### config.mk
export PLATFORM = sky130hd
export DESIGN_NAME = knn_controller
export DESIGN_NICKNAME = d
export VERILOG_FILES = /design/src/rtl/knn_controller_pkg.sv /design/src/rtl/knn_watchdog.sv /design/src/rtl/knn_controller.sv
export SDC_FILE = /design/constraint.sdc
export NUM_CORES = 1
export LEC_CHECK = 0
export ABC_AREA = 1
export CORE_MARGIN = 4
export CORE_UTILIZATION = 45
export CTS_CLUSTER_DIAMETER = 60
export CTS_CLUSTER_SIZE = 16
export DETAILED_ROUTE_END_ITERATION = 7
export PLACE_DENSITY = 0.7
export SYNTH_ARGS = -nofsm -noshare
export SYNTH_HDL_FRONTEND = slang
export SYNTH_HIERARCHICAL = 1
export SYNTH_SLANG_ARGS = --single-unit
### constraint.sdc
create_clock -name clk -period 2.8 [get_ports clk]
set_clock_uncertainty 0.05 [all_clocks]
set_input_delay 0.84 -clock clk [delete_from_list [all_inputs] [get_ports clk]]
set_output_delay 0.84 -clock clk [all_outputs]
set_load 0.01 [all_outputs]
### src/rtl/knn_controller_pkg.sv
// Shared types and defaults for the KNN inference sequencer.
// Contents: controller state enum, default widths, wait-state helper.
package knn_controller_pkg;

  localparam int unsigned DefaultL        = 6;
  localparam int unsigned DefaultTypeW    = 3;
  localparam int unsigned DefaultTimeoutW = 8;

  typedef enum logic [2:0] {
    StIdle,
    StFetch,
    StWaitMem,
    StWaitDist,
    StSort,
    StWaitInf,
    StResult
  } knn_state_e;

  // States in which the controller is blocked on an external agent.
  function automatic logic is_wait_state(knn_state_e s);
    return (s == StWaitMem) || (s == StWaitDist) || (s == StWaitInf);
  endfunction

endpackage

### src/rtl/knn_watchdog.sv
// Idle-wait watchdog: counts enabled cycles and flags the cycle in which the
// count is about to reach all-ones, so the owner can bail out on that edge.
// Ports:
//   clk, rst  - clock, synchronous active-high reset
//   clear     - zero the counter (takes priority over enable)
//   enable    - count this cycle
//   expire    - high when an enabled count would reach all-ones this edge
module knn_watchdog
  import knn_controller_pkg::*;
#(
  parameter int unsigned Width = DefaultTimeoutW
) (
  input  logic clk,
  input  logic rst,
  input  logic clear,
  input  logic enable,
  output logic expire
);

  localparam logic [Width-1:0] ExpireAt = {{(Width-1){1'b1}}, 1'b0};

  logic [Width-1:0] count_q, count_d;

  always_comb begin
    count_d = count_q;
    if (clear) begin
      count_d = '0;
    end else if (enable) begin
      count_d = count_q + Width'(1);
    end
  end

  // Independent of clear so the owner may derive clear from its next state.
  assign expire = enable && (count_q == ExpireAt);

  always_ff @(posedge clk) begin
    if (rst) begin
      count_q <= '0;
    end else begin
      count_q <= count_d;
    end
  end

endmodule

### src/rtl/knn_controller.sv
// Top-level sequencer for one KNN inference pass over 2^L training vectors.
// Walks training memory, hands each vector to the distance datapath, triggers
// the sort, and returns the voted label on a valid/ready result port.
// Ports:
//   clk, rst                       - clock, synchronous active-high reset
//   start, abort                   - begin a pass (IDLE only) / cancel a pass
//   busy                           - high outside IDLE
//   mem_rd_en, mem_addr            - training memory read strobe and index
//   mem_rd_valid                   - training memory data valid (latency >= 1)
//   dp_data_request, dp_read_done  - datapath ready / vector-valid pulse
//   dp_done                        - distance for the current vector written
//   sort_start                     - one-cycle sort trigger
//   inference_done, inferred_type  - vote complete and its label
//   result_valid/ready/type        - result handshake and latched label
//   vec_count                      - vectors completed in the current pass
//   error                          - sticky watchdog flag
// All outputs come straight from registers.
module knn_controller
  import knn_controller_pkg::*;
#(
  parameter int unsigned L         = DefaultL,
  parameter int unsigned TYPE_W    = DefaultTypeW,
  parameter int unsigned TIMEOUT_W = DefaultTimeoutW
) (
  input  logic              clk,
  input  logic              rst,
  input  logic              start,
  input  logic              abort,
  output logic              busy,
  output logic              mem_rd_en,
  output logic [L-1:0]      mem_addr,
  input  logic              mem_rd_valid,
  input  logic              dp_data_request,
  output logic              dp_read_done,
  input  logic              dp_done,
  output logic              sort_start,
  input  logic              inference_done,
  input  logic [TYPE_W-1:0] inferred_type,
  output logic              result_valid,
  input  logic              result_ready,
  output logic [TYPE_W-1:0] result_type,
  output logic [L:0]        vec_count,
  output logic              error
);

  localparam logic [L-1:0] LastIdx = '1;

  knn_state_e        state_q, state_d;
  logic [L-1:0]      index_q, index_d;
  logic [L:0]        vec_count_q, vec_count_d;
  logic              error_q, error_d;
  logic              result_valid_q, result_valid_d;
  logic [TYPE_W-1:0] result_type_q, result_type_d;
  logic [L-1:0]      mem_addr_q, mem_addr_d;
  logic              mem_rd_en_q, mem_rd_en_d;
  logic              dp_read_done_q, dp_read_done_d;
  logic              sort_start_q, sort_start_d;
  logic              timeout;
  logic              wd_clear, wd_enable, wd_expire;

  // Watchdog restarts on every state change and only counts in wait states.
  assign wd_clear  = (state_d != state_q);
  assign wd_enable = is_wait_state(state_q);

  knn_watchdog #(
    .Width (TIMEOUT_W)
  ) u_watchdog (
    .clk    (clk),
    .rst    (rst),
    .clear  (wd_clear),
    .enable (wd_enable),
    .expire (wd_expire)
  );

  always_comb begin
    state_d        = state_q;
    index_d        = index_q;
    vec_count_d    = vec_count_q;
    error_d        = error_q;
    result_valid_d = result_valid_q;
    result_type_d  = result_type_q;
    mem_addr_d     = mem_addr_q;
    mem_rd_en_d    = 1'b0;
    dp_read_done_d = 1'b0;
    sort_start_d   = 1'b0;
    timeout        = 1'b0;

    unique case (state_q)
      StIdle: begin
        if (start) begin
          state_d     = StFetch;
          index_d     = '0;
          vec_count_d = '0;
          error_d     = 1'b0;
        end
      end
      StFetch: begin
        if (dp_data_request) begin
          mem_rd_en_d = 1'b1;
          mem_addr_d  = index_q;
          state_d     = StWaitMem;
        end
      end
      StWaitMem: begin
        // Data cannot return while the strobe is still up (latency >= 1).
        if (mem_rd_valid && !mem_rd_en_q) begin
          dp_read_done_d = 1'b1;
          state_d        = StWaitDist;
        end else if (wd_expire) begin
          timeout = 1'b1;
        end
      end
      StWaitDist: begin
        if (dp_done) begin
          vec_count_d = vec_count_q + (L+1)'(1);
          if (index_q == LastIdx) begin
            sort_start_d = 1'b1;
            state_d      = StSort;
          end else begin
            index_d = index_q + L'(1);
            state_d = StFetch;
          end
        end else if (wd_expire) begin
          timeout = 1'b1;
        end
      end
      StSort: begin
        state_d = StWaitInf;
      end
      StWaitInf: begin
        if (inference_done) begin
          result_type_d  = inferred_type;
          result_valid_d = 1'b1;
          state_d        = StResult;
        end else if (wd_expire) begin
          timeout = 1'b1;
        end
      end
      StResult: begin
        if (result_ready) begin
          result_valid_d = 1'b0;
          state_d        = StIdle;
        end
      end
      default: begin
        state_d = StIdle;
      end
    endcase

    if (timeout) begin
      state_d = StIdle;
      error_d = 1'b1;
    end

    // Abort discards everything this cycle decided, except the sticky error.
    if (abort) begin
      state_d        = StIdle;
      index_d        = index_q;
      vec_count_d    = vec_count_q;
      error_d        = error_q;
      result_valid_d = 1'b0;
      result_type_d  = result_type_q;
      mem_addr_d     = mem_addr_q;
      mem_rd_en_d    = 1'b0;
      dp_read_done_d = 1'b0;
      sort_start_d   = 1'b0;
    end
  end

  always_ff @(posedge clk) begin
    if (rst) begin
      state_q        <= StIdle;
      index_q        <= '0;
      vec_count_q    <= '0;
      error_q        <= 1'b0;
      result_valid_q <= 1'b0;
      result_type_q  <= '0;
      mem_addr_q     <= '0;
      mem_rd_en_q    <= 1'b0;
      dp_read_done_q <= 1'b0;
      sort_start_q   <= 1'b0;
    end else begin
      state_q        <= state_d;
      index_q        <= index_d;
      vec_count_q    <= vec_count_d;
      error_q        <= error_d;
      result_valid_q <= result_valid_d;
      result_type_q  <= result_type_d;
      mem_addr_q     <= mem_addr_d;
      mem_rd_en_q    <= mem_rd_en_d;
      dp_read_done_q <= dp_read_done_d;
      sort_start_q   <= sort_start_d;
    end
  end

  assign busy         = (state_q != StIdle);
  assign mem_rd_en    = mem_rd_en_q;
  assign mem_addr     = mem_addr_q;
  assign dp_read_done = dp_read_done_q;
  assign sort_start   = sort_start_q;
  assign result_valid = result_valid_q;
  assign result_type  = result_type_q;
  assign vec_count    = vec_count_q;
  assign error        = error_q;

endmodule

=== After elaboration in Yosys (flattened, before gate mapping) ===
Cells that the tools add are included.

* Output and inout bits: 22
* Register bits: 38

* $add $sub $neg: 3
* Equal/unequal tests: 14
* Mux-type cells: 31
* Reductions and logical operators: 22
* Bitwise gates (word level): 5

{| class="wikitable"
|+ Operators with widths
! cell !! number
|-
| 3-bit 2-to-1 mux || 9
|-
| 3-bit case mux with 7 select lines || 1
|-
| 6-bit 2-to-1 mux || 3
|-
| 7-bit 2-to-1 mux || 2
|-
| 7-bit case mux with 2 select lines || 1
|-
| 1-bit 2-to-1 mux || 12
|-
| 6-bit case mux with 2 select lines || 1
|-
| 3-bit AND reduction || 4
|-
| 2-bit inequality test, second input constant || 5
|-
| 3-bit == test, second input constant || 3
|-
| 8-bit by 1-bit adder with 8-bit output, second input constant || 1
|-
| 8-bit == test, second input constant || 1
|-
| 2-bit nonzero test || 4
|-
| 7-bit by 1-bit adder with 7-bit output, second input constant || 1
|-
| 6-bit by 1-bit adder with 6-bit output, second input constant || 1
|-
| 3-bit by 2-bit == test with 1-bit output, second input constant || 2
|-
| 6-bit == test, second input constant || 1
|-
| 3-bit OR reduction || 2
|-
| 1-bit NOT || 5
|-
| 5-bit AND reduction || 1
|-
| 4-bit AND reduction || 1
|-
| 2-bit OR reduction || 2
|-
| 4-bit OR reduction || 1
|-
| 3-bit by 1-bit == test with 1-bit output, second input constant || 1
|-
| 8 further kinds || 10
|}

=== Depth between registers and ports, before layout ===
* Depth in word-level cells: 11
* Gate-level depth with buffers: 19

=== Cells and area by module ===
Netlist, hierarchy kept.

{| class="wikitable"
|+ Modules (own cells, without submodules)
! module !! cells an instance !! area an instance (um2) !! instances
|-
| knn_controller || 227 || 1505.2 || 1
|-
| knn_watchdog || 54 || 389.1 || 1
|}

=== Worst setup path after synthesis ===
No wires, ideal clock.

* Path type: flip-flop to flip-flop
* From: reg state_q[0]
* To: reg u_watchdog.count_q[0]
* Period minus slack after synthesis: 2401 ps
* Data required time: 2680 ps
* Path slack: 399 ps
* Arrival: 2282 ps
* Stages on the path, launching flop included: 18
* Path buffers: 0
* Cells stage by stage: dfxtp_1 inv_2 nor2_2 nand2_1 nand3_1 nand2_2 nor3_1 inv_1 nor2_1 nand3_1 nand3_1 nor2_2 nand2_1 xor2_1 nand2_1 nor2_1 o21ai_0 a21oi_1

* Cells in the longest elaborated chain, start to end: 11

{| class="wikitable"
|+ Ends and longest elaborated chain
! item !! RTL line !! RTL
|-
| from (decl) || knn_controller.sv:48 || <nowiki>knn_state_e state_q, state_d;</nowiki>
|-
| from (signal assigned) || knn_controller.sv:172 || <nowiki>state_q <= StIdle;</nowiki>
|-
| from (signal assigned) || knn_controller.sv:183 || <nowiki>state_q <= state_d;</nowiki>
|-
| 3-bit by 2-bit == test with 1-bit output || knn_controller_pkg.sv:21 || <nowiki>return (s == StWaitMem) || (s == StWaitDist) || (s == StWaitInf);</nowiki>
|-
| 1-bit logical OR || knn_controller_pkg.sv:21 ||
|-
| 1-bit logical OR (*) || knn_controller_pkg.sv:21 ||
|-
| net wd_enable || knn_controller.sv:59 || <nowiki>logic wd_clear, wd_enable, wd_expire;</nowiki>
|-
| 1-bit logical AND (*) || knn_watchdog.sv:34 || <nowiki>assign expire = enable && (count_q == ExpireAt);</nowiki>
|-
| net wd_expire || knn_controller.sv:59 ||
|-
| 1-bit 2-to-1 mux (*) || knn_controller.sv:109, knn_controller.sv:123, knn_controller.sv:135 ||
|-
| 1-bit 2-to-1 mux (on tied branches) || knn_controller.sv:131, knn_controller.sv:106, knn_controller.sv:114 ||
|-
| 1-bit case mux with 3 select lines (*) || knn_controller.sv:88 || <nowiki>unique case (state_q)</nowiki>
|-
| 3-bit 2-to-1 mux (*) || knn_controller.sv:150 || <nowiki>if (timeout) begin</nowiki>
|-
| 3-bit 2-to-1 mux (*) || knn_controller.sv:156 || <nowiki>if (abort) begin</nowiki>
|-
| 3-bit inequality test (*) || knn_controller.sv:62 || <nowiki>assign wd_clear = (state_d != state_q);</nowiki>
|-
| net wd_clear || knn_controller.sv:59 ||
|-
| 2-bit OR reduction (no line) (*) || n/a ||
|-
| to (signal assigned) || knn_watchdog.sv:40 || <nowiki>count_q <= count_d;</nowiki>
|-
| to (decl) || knn_watchdog.sv:22 || <nowiki>logic [Width-1:0] count_q, count_d;</nowiki>
|}

Mark *: on every way through the listed nets, which the timed path passes. The rest lies on a longest branch.
A chain may end at the register's enable or synchronous reset.

=== Final worst setup path ===
Same ends and word-level chain as after synthesis.

==> metrics.md <==
| Metric | Value |
|---|---|
| CP Class | register to register |
| DRT met1 WL | about 2100 um |
| PwrDens | about 430 mW/mm2 |
| GRT Util Overall | 17.75% |
| CP Max Fanout | 8 |
| Vias per cell | around 4.9 |
| CTS Root Cell | clkbuf_8 |
| Die Width | 72.88 um |
| Commonest non-fill, non-tap cell in the layout | nand2_1 |
| Syn. warnings | 6 |
| CTS clk-pin slew, worst paths | around 0.080 ns |
| Adder-cell share of the synthesized area | 2.642% |
| TritonCTS clock tree | yes |
| Vias in the first global route | 1,678 |
| Die area | roughly 0.0053 mm2 |
| Largest net degree at the start of global routing | 14 |
| Setup WS pre-CTS | 0.1677 ns |
| Tcrit/Tclk final | 86.94% |
| #FFs+latches synth | 38 |
| DPL Wire Length | 3252 um |
| Worst min-delay path class | register to register |
| R2R depth | 18 |
| Final Hold Vio Count | 0 |
| Initial Utilization | 47.02% |
| Mux contribution to synthesized area | 0% |
| Ant diodes | 0 |
| Period minus WS final | 2.434 ns |
| Critical path's slowest cell | dfxtp_1 |
| Setup violations, final | 0 |
| H-tree levels | 2 |
| Arrival @ worst endpoint | 2.61 ns |
| Hold Path Depth | 2 |
| MaxCap Viol Count | 0 |
| Top sig layer | met4 |
| Crit. End Element | register |
| Final core occ | 59.81% |
| Simple-Gate Fraction of Synth Area | 34.02% |
| Crit path largest cell delay | 0.39 ns |
| Post-synth top flop | dfxtp_1 |
| CTS Hold Bufs | 0 |
| Initial DRC Count | 63 |
| Tightest Pin Transition | 0.3571 ns |
| Final ANT Viol Nets | 0 |
| Ys async rst share | 0% |
| First-pass GRT wire length | 7465 um |
| Area growth, synth to finish | 27.21% |
| Total clock sinks | 38 |
| Clock tree buffer depth | 2 |
| Wire length on met3 | 206 um |
| Layout cells sized above 1 | 10.80% |
| Sequential element share of the synthesized area | 40.16% |
| Max transition margin | 76.17% |
| Routed WL per cell | 11.64 um |
| Die Ht | 72.88 um |
| WP buf/inv | 3 |
| Gr ovfl total | 0 |
| Dpl cells | 366 |
| Routed met2 length | 1975 um |
| FP Rows | 23 |
| Drt pass-1 iters | 4 |
| Post-layout nets | 339 |
| Routed WL | ~4400 um |
| Syn_nets | 297 |
| Mapped Cells | 281 |
| Most frequent cells in the layout | 50 x nand2_1, 46 x nor2_1, 36 x inv_1, 36 x dfxtp_1, 33 x clkdlybuf4s50_1 |
| Port Buffers | 33 |
| GPL Wtd Cong | 0.9467 |
| Fin Setup TNS | 0 ns |
| Total setup buffers inserted after CTS | 0 |
| Setup ws final | 0.3657 ns |
| Non-Filler Instances | around 370 |
| Syn_area_per_cell | 6.741 um2 |
| CP Launch Type | register |
| Worst Path Required | 2.97 ns |
| Synth unique cells | 24 |
| WHS | 0.4258 ns |
| DR vias | 1,845 |
| Cell Chain, Critical Path | inv_2, nor2_2, nand2_1, nand3_1, nand2_2, nor3_1, inv_1, nor2_1, nand3_1, nand3_1, nor2_2, nand2_1, xor2_1, nand2_1, nor2_1, buf_4, o21ai_0, a21oi_1 |
| Peak Freq | approximately 0.4 GHz |
| Num CTS Buffers | 5 |
| P_leak | between 0.9 and 1 nW |
| Clk_lat worst skew | about 0.29 ns |
| Drt drc | 0 |
| Compound-cell area share of the yosys netlist | around an eighth |
| Max VDD drop | 0.3313 mV |
| Largest family of logic cells by synthesized area | simple AND/OR/NAND/NOR gates |
| CP delay by family, top | simple AND/OR/NAND/NOR gates |
| Initial antenna violation count | 0 |
| Unrepaired setup endpoints after global routing | no |
| Max Transition Viols Final | 0 |
| # IOs | 34 |
| EDFF count, synth | 0 |
| Status | finished clean |
| Core area | 0.004029 mm2 |
| Post-synthesis cell area | 0.001894 mm2 |
| Synth Area in XOR/XNOR | less than 1% |
| Crit path depth | 18 |
-- kinds of logic (layout without fill, tap and decap cells) --
family	Yosys count	after routing
adders and majority gates	4	4
buffers and inverters	44	87
and+or+nand+nor	145	145
DFF	38	38
AOI/OAI and AO/OA	48	48
xor gates and xnor gates	2	2
-- worst min-delay path, delay by kind of cell, from the launching register on --
kind / cells / cell delay [ns]
compound gates: 1 / 0.04
flops: 1 / 0.33
simple gates: 1 / 0.07
-- Yosys cell counts, types with 2 or more instances --
library cell | number | area share (%)
ha_1 | 4 | 2.6
nand4_1 | 2 | 0.66
nand2_2 | 2 | 0.66
nor2_1 | 46 | 9.1
inv_1 | 36 | 7.1
o21ai_0 | 22 | 5.8
inv_2 | 2 | 0.40
nand3_2 | 3 | 1.6
dfxtp_1 | 38 | 40
buf_4 | 2 | 0.79
nor3_1 | 5 | 1.3
a31oi_1 | 2 | 0.66
nand3_1 | 26 | 6.9
a21oi_1 | 23 | 6.1
clkbuf_1 | 2 | 0.40
nand2_1 | 50 | 9.9
nor2_2 | 9 | 3.0
-- area by class of cell --
cell class              instances  area [um2]
clock buffers                   6       82.58
well taps                      50       62.56
multi-input cells             199       957.2
fillers                       412        1619
flip-flops and latches         38       763.2
clock inverters                 2       12.51
inverters                      39       148.9
repair buffers                 40       382.9
-- flip-flops by register name, summed over array words and instances, names as in the netlist --
register / cells
mem_rd_en: 1
result_type: 3
mem_addr: 6
result_valid: 1
index_q: 6
sort_start: 1
vec_count: 7
dp_read_done: 1
error: 1
state_q: 3
u_watchdog/count_q: 8
-- per-layer routing --
layer	vias up	GRT usage, %
li1	993	-
met4	0	3.893
met2	41	28.26
met3	4	5.785
met5	-	0
met1	807	23.45
-- where the power goes --
group          total, mW  switching, mW  internal [mW]
registers          0.548        0.00395          0.544
clock network      0.393          0.196          0.198
logic             0.0851         0.0459         0.0392
-- path summary, 6_finish.rpt --
path,to,from,slack (ns)
worst max-delay path,u_watchdog/count_q[0]$_SDFFE_PP0P_,state_q[0]$_SDFF_PP0_,0.37
worst min-delay path,u_watchdog/count_q[4]$_SDFFE_PP0P_,u_watchdog/count_q[4]$_SDFFE_PP0P_,0.43
worst max register to register,u_watchdog/count_q[0]$_SDFFE_PP0P_,state_q[0]$_SDFF_PP0_,0.37
worst min register to register,u_watchdog/count_q[4]$_SDFFE_PP0P_,u_watchdog/count_q[4]$_SDFFE_PP0P_,0.43
-- stage by stage --
stage | area [um2] | total power [mW]
finish | 2410 | 1.027
global placement | 2312 | 0.6458
detailed placement | 2312 | 0.6457
CTS | 2407 | 1.037
floorplan | 1894 | 0.6027
global route | 2410 | 1.070
-- timing repair --
item                                    CTS  global route
gates resized for setup                   0             2
endpoints found under the setup margin    0             1
endpoints found under the hold margin     0             0
Power figures use the tool's default switching activity.
